===== src/rtl/garland_scheduler.sv =====
// rtl/garland_scheduler.sv - eight-lamp garland pattern scheduler with debounced mode button
module garland_scheduler #(
    parameter int DIV_W      = 20,
    parameter int STEP_TICKS = 8,
    parameter int DEB_TICKS  = 2
) (
    input  logic       CLK,
    input  logic       RST,
    input  logic       BTN_MODE,
    output logic [7:0] LED,
    output logic [1:0] MODE,
    output logic       TICK
);

    typedef enum logic [1:0] {
        SWEEP = 2'd0,
        CHASE = 2'd1,
        BLINK = 2'd2,
        OFF   = 2'd3
    } mode_t;

    localparam logic [7:0] DWELL_LAST = 8'(STEP_TICKS - 1);
    localparam logic [3:0] STAB_LAST  = 4'(DEB_TICKS - 1);

    logic [DIV_W-1:0] presc;
    logic             sync0;
    logic             sync1;
    logic             deb;
    logic             deb_d;
    logic [3:0]       stab;
    logic             mode_req;
    logic             tick_eff;

    mode_t      mode;
    mode_t      mode_next;
    logic [2:0] step;
    logic [2:0] step_next;
    logic [7:0] dwell;
    logic [7:0] dwell_next;

    // Highest step index of each mode; the step counter wraps after it.
    function automatic logic [2:0] last_step(input mode_t m);
        case (m)
            SWEEP:   last_step = 3'd5;
            CHASE:   last_step = 3'd7;
            BLINK:   last_step = 3'd1;
            default: last_step = 3'd0;
        endcase
    endfunction

    // Lamp image for a given mode and step.
    function automatic logic [7:0] pattern(input mode_t m, input logic [2:0] s);
        logic [7:0] p;
        p = 8'h00;
        case (m)
            SWEEP: begin
                case (s)
                    3'd0:    p = 8'h18;
                    3'd1:    p = 8'h24;
                    3'd2:    p = 8'h42;
                    3'd3:    p = 8'h81;
                    3'd4:    p = 8'h00;
                    3'd5:    p = 8'hFF;
                    default: p = 8'h18;
                endcase
            end
            CHASE:   p = 8'h01 << s;
            BLINK:   p = s[0] ? 8'h00 : 8'hFF;
            default: p = 8'h00;
        endcase
        return p;
    endfunction

    assign TICK     = &presc;
    assign mode_req = deb & ~deb_d;
    // A mode change swallows a coincident tick so it counts neither for dwell nor debounce.
    assign tick_eff = TICK & ~mode_req;
    assign MODE     = mode;

    // Free-running prescaler.
    always_ff @(posedge CLK or posedge RST) begin
        if (RST) begin
            presc <= '0;
        end else begin
            presc <= presc + DIV_W'(1);
        end
    end

    // Button synchronizer, tick-sampled debouncer and rising-edge history.
    always_ff @(posedge CLK or posedge RST) begin
        if (RST) begin
            sync0 <= 1'b0;
            sync1 <= 1'b0;
            deb   <= 1'b0;
            deb_d <= 1'b0;
            stab  <= 4'd0;
        end else begin
            sync0 <= BTN_MODE;
            sync1 <= sync0;
            deb_d <= deb;
            if (tick_eff) begin
                if (sync1 != deb) begin
                    if (stab == STAB_LAST) begin
                        deb  <= sync1;
                        stab <= 4'd0;
                    end else begin
                        stab <= stab + 4'd1;
                    end
                end else begin
                    stab <= 4'd0;
                end
            end
        end
    end

    // Mode state register.
    always_ff @(posedge CLK or posedge RST) begin
        if (RST) begin
            mode <= SWEEP;
        end else begin
            mode <= mode_next;
        end
    end

    // Next mode, step and dwell: a button press restarts the new mode, otherwise ticks pace the steps.
    always_comb begin
        mode_next  = mode;
        step_next  = step;
        dwell_next = dwell;
        if (mode_req) begin
            case (mode)
                SWEEP:   mode_next = CHASE;
                CHASE:   mode_next = BLINK;
                BLINK:   mode_next = OFF;
                default: mode_next = SWEEP;
            endcase
            step_next  = 3'd0;
            dwell_next = 8'd0;
        end else if (tick_eff) begin
            if (dwell == DWELL_LAST) begin
                dwell_next = 8'd0;
                step_next  = (step == last_step(mode)) ? 3'd0 : step + 3'd1;
            end else begin
                dwell_next = dwell + 8'd1;
            end
        end
    end

    // Step, dwell and the registered lamp image; LED only moves when mode or step does.
    always_ff @(posedge CLK or posedge RST) begin
        if (RST) begin
            step  <= 3'd0;
            dwell <= 8'd0;
            LED   <= 8'h18;
        end else begin
            step  <= step_next;
            dwell <= dwell_next;
            LED   <= pattern(mode_next, step_next);
        end
    end

endmodule


===== config.mk =====
export PLATFORM = sky130hd
export DESIGN_NAME = garland_scheduler
export DESIGN_NICKNAME = d
export VERILOG_FILES = /design/src/rtl/garland_scheduler.sv
export SDC_FILE = /design/constraint.sdc
export NUM_CORES = 1
export LEC_CHECK = 0
export CAP_MARGIN = 20
export CORE_AREA = 4 4 76 78
export CTS_CLUSTER_SIZE = 28
export DETAILED_ROUTE_END_ITERATION = 7
export DIE_AREA = 0 0 80 82
export GPL_TIMING_DRIVEN = 0
export PLACE_DENSITY = 0.75
export REMOVE_ABC_BUFFERS = 1
export SYNTH_ARGS = -nofsm -noshare
export SYNTH_HDL_FRONTEND = slang
export SYNTH_SLANG_ARGS = --single-unit

===== constraint.sdc =====
create_clock -name CLK -period 2.6 [get_ports CLK]
set_input_delay 0.39 -clock CLK [delete_from_list [all_inputs] [get_ports CLK]]
set_output_delay 0.39 -clock CLK [all_outputs]
set_load 0.02 [all_outputs]

==> results of run 1 <==
-- flip-flops by register name, summed over array words and instances (netlist names) --
| name | cells |
|---|---|
| MODE | 2 |
| deb_d | 1 |
| deb | 1 |
| sync1 | 1 |
| presc | 20 |
| sync0 | 1 |
| stab | 4 |
| LED | 8 |
| dwell | 8 |
| step | 3 |
-- placed cells by master (no fill, tap or decap), types with 3 or more instances in the layout --
master and n:
sky130_fd_sc_hd__ha_1 10, sky130_fd_sc_hd__clkbuf_8 5, sky130_fd_sc_hd__xor2_1 9, sky130_fd_sc_hd__nor2b_1 3, sky130_fd_sc_hd__o21ai_0 13, sky130_fd_sc_hd__nand2b_1 4, sky130_fd_sc_hd__inv_1 10, sky130_fd_sc_hd__buf_4 4
sky130_fd_sc_hd__a21oi_1 4, sky130_fd_sc_hd__dfrtp_1 45, sky130_fd_sc_hd__o21ai_1 4, sky130_fd_sc_hd__a311oi_1 3, sky130_fd_sc_hd__and3_1 7, sky130_fd_sc_hd__nand4_1 9, sky130_fd_sc_hd__nor2_1 17, sky130_fd_sc_hd__nand2_1 23
sky130_fd_sc_hd__clkdlybuf4s50_1 12, sky130_fd_sc_hd__nor3_1 4, sky130_fd_sc_hd__o211ai_1 4, sky130_fd_sc_hd__xnor2_1 16, sky130_fd_sc_hd__nand3_1 12, sky130_fd_sc_hd__mux2_2 3
-- critical path, cell delays in order, from the launching register on --
cell and delay, ns:
sky130_fd_sc_hd__dfrtp_2 0.41, sky130_fd_sc_hd__inv_1 0.12, sky130_fd_sc_hd__ha_1 0.22, sky130_fd_sc_hd__or3_1 0.43
sky130_fd_sc_hd__a211oi_4 0.30, sky130_fd_sc_hd__o2111ai_2 0.18, sky130_fd_sc_hd__a2bb2oi_2 0.22, sky130_fd_sc_hd__nand3_1 0.15
sky130_fd_sc_hd__o32ai_1 0.33
-- logic make-up after synthesis --
logic type / Yosys count / synth area share
AOI/OAI and AO/OA: 53 / 0.146
adders and majority gates: 10 / 0.0461
buffers and inverters: 19 / 0.0286
xor gates and xnor gates: 25 / 0.0808
DFF: 49 / 0.453
muxes: 5 / 0.0245
and+or+nand+nor: 103 / 0.221
-- power breakdown --
| group | switching (mW) | leakage, nW | internal [mW] |
|---|---|---|---|
| sequential | 0.000646 | 0.656 | 0.763 |
| combinational | 0.0155 | 0.657 | 0.00653 |
| clock | 0.256 | 0.0481 | 0.191 |
| total | 0.272 | 1.36 | 0.961 |
-- path summary, 6_finish.rpt --
kind                                      end  slack (ns)  cells past startpoint
max in group asynchronous    LED[3]$_DFF_PP1_        1.71                      3
setup reg to reg             LED[2]$_DFF_PP0_        0.14                      8
setup / recovery             LED[2]$_DFF_PP0_        0.14                      8
hold / removal             presc[0]$_DFF_PP0_        0.35                      2
hold reg to reg               sync1$_DFF_PP0_        0.36                      0
min in group CLK              sync1$_DFF_PP0_        0.36                      0
-- layout make-up --
type / count / area share
repair buffers: 18 / 0.0567
clock buffers: 5 / 0.0223
flip-flops and latches: 49 / 0.399
clock inverters: 3 / 0.00729
inverters: 13 / 0.0162
multi-input cells: 196 / 0.470
well taps: 70 / 0.0284
-- routing by layer --
layer  vias up  GRT usage  wire [um]
met2        42      0.294       2490
li1        994          -          -
met3         6     0.0384        174
met1       999      0.229       2310
met4         0     0.0659         42
met5         -          0          0
-- timing repair --
item	4_1_cts	5_1_grt
resized for setup	6	9
setup buffers	4	0
endpoints found under the setup margin	10	9
pin swaps	1	2
-- per-stage QoR --
step	TNS [ns]	instance area, sq um	hold WS, ns	util
after global routing	0	3090	0.364	0.608
after CTS	0	3060	0.347	0.603
after detailed placement	-2.54	2920	0.336	0.576
after floorplan	-0.0519	2680	0.331	-
after global placement	-2.38	2900	0.331	0.572
final	0	3090	0.350	0.608
==> metrics, run 1 <==
FF-to-FF Start=MODE[1]$_DFF_PP0_; fraction of synthesized cell area taken by the top area cell type=0.434; area of the mapped netlist=2710 sq um; Die ar.=6560 sq um; clock-pin transition on the worst setup and hold timing paths=0.09 ns; run status=finished clean; total core area=5070 sq um; area occupied by registers=1230 sq um; IR Drop Worst-Case VDD=0.325 mV; Worst-Skew Late Latency=0.30 ns; maximum buffer depth of the clock tree=2; WL per Instance=14.2 um; cts hold-fix bufs=0; number of warning messages in the yosys log=0; min cycle time layout=2.46 ns; PortBufs=13; Worst Tran Pin Value=0.668 ns; count of routing violations after the opening detailed-route iteration=202; grt total ovfl=0; proportion of layout cells with a drive suffix above 1=0.165; Period Utilization, post-route=0.947; Multi-input gate area=1450 sq um; vias in the first global route=2,058; die width=80 um; routed wire length=5030 um; fmax=406 MHz; post-detailed-placement half-perimeter wirelength=3620 um; overall power consumption=1.23 mW; via count=2,041; startpoint type of the worst setup path=flop; worst clock skew on the final layout=0.00594 ns; IO Count=14; startpoint of the worst setup timing path=MODE[1]$_DFF_PP0_; RePlAce Congestion=0.837; # rows=26; area delta synth->final=13.9%; Main synth FF type=sky130_fd_sc_hd__dfrtp_1; first-pass GRT wire length=9200 um; all-layer global routing usage=0.177; DRC viols=0; count of nets left with antenna violations after detail routing=0; ys async rst share=1.00; headroom to the max-slew limit=0.552; number of flip-flops and latches in the synthesized netlist=49; number of clock sinks=49; number of cells after detailed placement=342; top cells by count, synth=47 x sky130_fd_sc_hd__dfrtp_1, 23 x sky130_fd_sc_hd__nand2_1, 18 x sky130_fd_sc_hd__nor2_1; layout filler cell count=452; Starting Density=0.534; number of nets in the layout=296; hold violation total from the final report=0; synthesized instance count=264; die outline height=82 um; DR vias/cell=5.77; post-synth top area cell=sky130_fd_sc_hd__dfrtp_1; Power Density=399 nW/um^2; average instance area after synthesis=10.3 sq um; Hold/Removal Path Class=input pin to asynchronous set/reset pin; CTS buffer count=5; number of flops mapped to enable cells by yosys=0; data required time at the worst endpoint=2.80 ns; antenna fix cells=0; data arrival time of the critical path=2.66 ns; number of antenna violations at the first check in global routing=0; nature of the critical path endpoint=flop; synth top area cells=sky130_fd_sc_hd__dfrtp_1 43%, sky130_fd_sc_hd__xnor2_1 5.2%, sky130_fd_sc_hd__ha_1 4.6%; non-filler instance count after layout=354; cell with the most instances after synthesis=sky130_fd_sc_hd__dfrtp_1; Worst Path Class, Setup=flop to flop; Pre-Repair DR Iteration Count=4; number of failing setup endpoints in the final timing report=0; RSZ-0062 raised after global routing=no; pre-CTS setup slack=-0.432 ns; total of max-cap violations=0; Yosys cell types=61; count of final max-slew check failures=0; Seq/Total Area, Yosys=0.453; maximum number of pins on one net before global-route repair=37; TritonCTS clock tree=yes; htree depth=2; static power due to leakage=1.36 nW; clock tree root driver cell=sky130_fd_sc_hd__clkbuf_8; Worst Path Max Fanout=5; worst setup slack after layout=0.137 ns
(Power assumes the default switching activity.)
==> inputs of run 2 (changes only) <==
- PLACE_DENSITY: 0.75 -> default
- PLACE_DENSITY_LB_ADDON: default -> 0.25
- SLEW_MARGIN: default -> 10
==> run 2 against run 1 <==
Die area unchanged. Via count down 0.34%. Final area down 0.36%. Clock skew up 0.0038 ns. Routed wire length down 0.12%. Hold slack better by 0.035 ns. Critical path depth unchanged. Non-clock buffer count down 1. Register-to-register slack worse by 0.03 ns. Total power down 0.78%. Highest routed layer unchanged.
==> metrics, run 2 (same netlist as run 1, synthesis figures left out) <==
run status=finished clean; startpoint type of the worst setup path=flop; die outline height=82 um; die width=80 um; routed wire length=5020 um; headroom to the max-slew limit=0.553; CTS buffer count=5; number of flip-flops in the largest register=20; number of nets in the layout=295; first-pass GRT wire length=9100 um; Starting Density=0.534; count of routing violations after the opening detailed-route iteration=197; Hold/Removal Path Class=flop to flop; fmax=401 MHz; Power Density=397 nW/um^2; antenna fix cells=0; most common cell after layout, fill and taps aside=sky130_fd_sc_hd__dfrtp_1; IO Count=14; Total Negative Setup Slacks=0 ns; number of clock sinks=49; Worst Path Class, Setup=flop to flop; Worst-Skew Late Latency=0.30 ns; Die ar.=6560 sq um; count of nets left with antenna violations after detail routing=0; RePlAce Congestion=0.873; clock-pin transition on the worst setup and hold timing paths=0.09 ns; highest-count cells in the layout ignoring fill and taps=46 x sky130_fd_sc_hd__dfrtp_1, 23 x sky130_fd_sc_hd__nand2_1, 17 x sky130_fd_sc_hd__nor2_1, 16 x sky130_fd_sc_hd__xnor2_1, 13 x sky130_fd_sc_hd__o21ai_0; static power due to leakage=1.35 nW; data arrival time of the critical path=2.67 ns; proportion of layout cells with a drive suffix above 1=0.155; vias in the first global route=1,996; count of final max-slew check failures=0; clock tree root driver cell=sky130_fd_sc_hd__clkbuf_8; IR Drop Worst-Case VDD=0.405 mV; htree depth=2; hold violation total from the final report=0; maximum number of pins on one net before global-route repair=26; via count=2,034; worst clock skew on the final layout=0.00969 ns; largest registers=presc x20, LED x8, dwell x8; PortBufs=13; DRC viols=0; min cycle time layout=2.49 ns; Pre-Repair DR Iteration Count=4; Worst Tran Pin Value=0.666 ns; WL per Instance=14.2 um; area delta synth->final=13.5%; RSZ-0062 raised after global routing=yes; total core area=5070 sq um; number of antenna violations at the first check in global routing=0; # rows=26; data required time at the worst endpoint=2.77 ns; post-detailed-placement half-perimeter wirelength=3660 um; Worst Path Max Fanout=5; grt total ovfl=0; number of failing setup endpoints in the final timing report=0; layout filler cell count=442; all-layer global routing usage=0.177; register with the highest flop count=presc; DR vias/cell=5.76; TritonCTS clock tree=yes; total of max-cap violations=0; Finished Core Util=0.606; cts hold-fix bufs=0; maximum buffer depth of the clock tree=2; Period Utilization, post-route=0.959; nature of the critical path endpoint=flop
==> run 2: cell count changes in the layout (fill, tap and decap cells not counted), sizes merged <==
cell	before	now
buf	5	4
clkinvlp	0	2
clkinv	5	2
clkbuf	6	7
==> run 2: area by class of cell <==
type / count / area [sq um] / area share
sequential: 49 / 1230 / 0.400
timing repair buffer: 17 / 168 / 0.0545
multi-input combinational: 196 / 1450 / 0.473
clock inverter: 2 / 15.0 / 0.00488
inverter: 13 / 50.0 / 0.0163
tap: 70 / 87.6 / 0.0285
clock buffer: 6 / 72.6 / 0.0236
==> run 2: worst paths after layout <==
path                                    from            endpoint  slack [ns]  depth (start not counted)
setup / recovery           MODE[1]$_DFF_PP0_    LED[1]$_DFF_PP0_        0.11                          8
hold / removal               sync0$_DFF_PP0_     sync1$_DFF_PP0_        0.38                          0
setup reg to reg           MODE[1]$_DFF_PP0_    LED[1]$_DFF_PP0_        0.11                          8
hold reg to reg              sync0$_DFF_PP0_     sync1$_DFF_PP0_        0.38                          0
max in group asynchronous                RST  presc[2]$_DFF_PP0_        1.64                          3
min in group asynchronous                RST  presc[6]$_DFF_PP0_        0.45                          2
==> run 2: power breakdown <==
part	switching, mW	internal (mW)	leakage (nW)
Sequential	0.000793	0.763	0.657
Combinational	0.0157	0.00646	0.653
Clock	0.247	0.190	0.0374
Total	0.264	0.959	1.35
==> run 2: timing repair <==
action,in CTS,in global routing
setup endpoints to repair,10,9
pin swaps,1,1
buffers inserted,3,0
resized for setup,6,8
==> run 2: metal layers <==
metal / share of wire / global-route usage / vias up / wire, um
met1: 0.44 / 0.232 / 973 / 2230
met2: 0.49 / 0.292 / 61 / 2480
met5: 0 / 0 / - / 0
met3: 0.056 / 0.0373 / 2 / 279
met4: 0.0050 / 0.0642 / 0 / 25
li1: - / - / 998 / -
==> run 2: critical path: stages, from the launching register on <==
cell and delay (ns):
sky130_fd_sc_hd__dfrtp_1 0.41, sky130_fd_sc_hd__inv_1 0.14, sky130_fd_sc_hd__ha_1 0.23, sky130_fd_sc_hd__or3_1 0.44, sky130_fd_sc_hd__a211oi_4 0.30, sky130_fd_sc_hd__nor2_1 0.16
sky130_fd_sc_hd__mux2_2 0.30, sky130_fd_sc_hd__a31oi_1 0.27, sky130_fd_sc_hd__o211ai_1 0.13
==> run 2: per-stage QoR <==
step,cells,setup WS [ns],total power [mW],hold slack [ns],instance area (sq um)
final,353,0.106,1.22,0.385,3080
after CTS,353,0.0262,1.25,0.391,3050
after global placement,341,-0.406,0.798,0.356,2900
after floorplan,258,-0.0519,0.791,0.331,2680
after detailed placement,342,-0.414,0.803,0.360,2920
after global routing,353,-0.0235,1.28,0.406,3080
==> inputs of run 3 (changes only) <==
- SKIP_CTS_REPAIR_TIMING: default -> 1
==> run 3 against run 2 <==
Final area unchanged. Global-route usage decreased by 0.28 points. Setup slack improved by 0.0044 ns. Non-clock buffer count unchanged. Combinational power about the same. Utilization unchanged. Clock skew about the same. Sequential power about the same. Critical path type unchanged. Critical endpoint unchanged. Largest power group unchanged. Highest routed layer unchanged.
==> metrics, run 3 (same netlist as run 1, synthesis figures left out) <==
number of antenna violations at the first check in global routing=0; die outline height=82 um; routed wire length=4920 um; number of failing setup endpoints in the final timing report=0; WL per Instance=13.9 um; CTS buffer count=5; register with the highest flop count=presc; Worst Path Max Fanout=5; number of flip-flops in the largest register=20; Period Utilization, post-route=0.958; grt total ovfl=0; DRC viols=0; PortBufs=13; Hold/Removal Path Class=flop to flop; number of nets in the layout=295; static power due to leakage=1.36 nW; antenna fix cells=0; headroom to the max-slew limit=0.576; worst clock skew on the final layout=0.00921 ns; Top delay family on crit path=compound AO/OA/AOI/OAI gates; # rows=26; IR Drop Worst-Case VDD=0.405 mV; maximum buffer depth of the clock tree=2; proportion of layout cells with a drive suffix above 1=0.148; clock tree root driver cell=sky130_fd_sc_hd__clkbuf_8; count of nets left with antenna violations after detail routing=0; cells traversed along the worst timing path=inv_1, ha_1, or3_1, a211oi_4, nor2_1, mux2_2, a31oi_1, o211ai_1; non-filler instance count after layout=353; total core area=5070 sq um; most common cell after layout, fill and taps aside=sky130_fd_sc_hd__dfrtp_1; post-detailed-placement half-perimeter wirelength=3660 um; standard cell with the maximum stage delay on the critical path=sky130_fd_sc_hd__or3_1; biggest cell delay along the critical path=0.44 ns; RePlAce Congestion=0.873; total of max-cap violations=0; TritonCTS clock tree=yes; htree depth=2; Pre-Repair DR Iteration Count=4; count of final max-slew check failures=0; IO Count=14; die width=80 um; number of cells after detailed placement=342; min cycle time layout=2.49 ns; RSZ-0062 raised after global routing=yes; Die ar.=6560 sq um; via count=2,045; run status=finished clean; Worst-Skew Late Latency=0.30 ns; final design area excluding fillers=3080 sq um; first-pass GRT wire length=8980 um; sum of buffers and inverters on the critical path=1; DR vias/cell=5.79; count of routing violations after the opening detailed-route iteration=173; clock-pin transition on the worst setup and hold timing paths=0.09 ns; Power Density=397 nW/um^2; fmax=402 MHz; all-layer global routing usage=0.175; maximum number of pins on one net before global-route repair=26; Starting Density=0.534; cell area after placement=2920 sq um; number of clock sinks=49; pre-CTS setup slack=-0.414 ns; startpoint type of the worst setup path=flop; Worst Path Class, Setup=flop to flop; worst setup slack after layout=0.110 ns; data arrival time of the critical path=2.66 ns; highest-count cells in the layout ignoring fill and taps=46 x sky130_fd_sc_hd__dfrtp_1, 23 x sky130_fd_sc_hd__nand2_1, 17 x sky130_fd_sc_hd__nor2_1, 16 x sky130_fd_sc_hd__xnor2_1, 13 x sky130_fd_sc_hd__o21ai_0; area delta synth->final=13.5%; vias in the first global route=1,972; nature of the critical path endpoint=flop; data required time at the worst endpoint=2.77 ns; Total Negative Setup Slacks=0 ns; Final Hold Slack=0.384 ns; largest registers=presc x20, LED x8, dwell x8; hold violation total from the final report=0; Worst Tran Pin Value=0.632 ns
==> run 3: cell types whose count changed in the layout (fill, tap and decap cells not counted) <==
cell | previous run | this run
sky130_fd_sc_hd__clkbuf_2 | 1 | 0
sky130_fd_sc_hd__dlymetal6s2s_1 | 0 | 1
sky130_fd_sc_hd__o32ai_1 | 0 | 1
sky130_fd_sc_hd__o32ai_2 | 2 | 1
==> run 3: area by class of cell <==
class	count	area [sq um]
clock buffers	6	72.6
clock inverters	2	15.0
fillers	444	2000
inverters	13	50.0
multi-input cells	196	1450
flip-flops and latches	49	1230
well taps	70	87.6
repair buffers	17	175
==> run 3: layer usage <==
| layer | track usage | vias to the layer above | part of all wire |
|---|---|---|---|
| met5 | 0 | - | 0 |
| met4 | 0.0608 | 0 | 0.012 |
| met3 | 0.0362 | 5 | 0.052 |
| met2 | 0.290 | 64 | 0.49 |
| met1 | 0.227 | 979 | 0.45 |
| li1 | - | 997 | - |
==> run 3: stage by stage <==
step | power, mW | utilization
final | 1.22 | 0.606
after detailed placement | 0.803 | 0.576
after floorplan | 0.791 | -
after CTS | 1.25 | 0.593
after global routing | 1.28 | 0.606
after global placement | 0.798 | 0.572
==> run 3: power by group <==
group | internal (mW) | switching (mW) | leakage [nW]
sequential | 0.763 | 0.000792 | 0.657
clock | 0.190 | 0.247 | 0.0374
combinational | 0.00646 | 0.0157 | 0.668
==> run 3: worst paths after layout <==
check / from / to / slack [ns] / depth (start not counted)
worst max register to register: MODE[1]$_DFF_PP0_ / LED[1]$_DFF_PP0_ / 0.11 / 8
worst max-delay path: MODE[1]$_DFF_PP0_ / LED[1]$_DFF_PP0_ / 0.11 / 8
max in group asynchronous: RST / presc[2]$_DFF_PP0_ / 1.64 / 3
min in group asynchronous: RST / presc[6]$_DFF_PP0_ / 0.44 / 2
worst min register to register: sync0$_DFF_PP0_ / sync1$_DFF_PP0_ / 0.38 / 0
worst min-delay path: sync0$_DFF_PP0_ / sync1$_DFF_PP0_ / 0.38 / 0
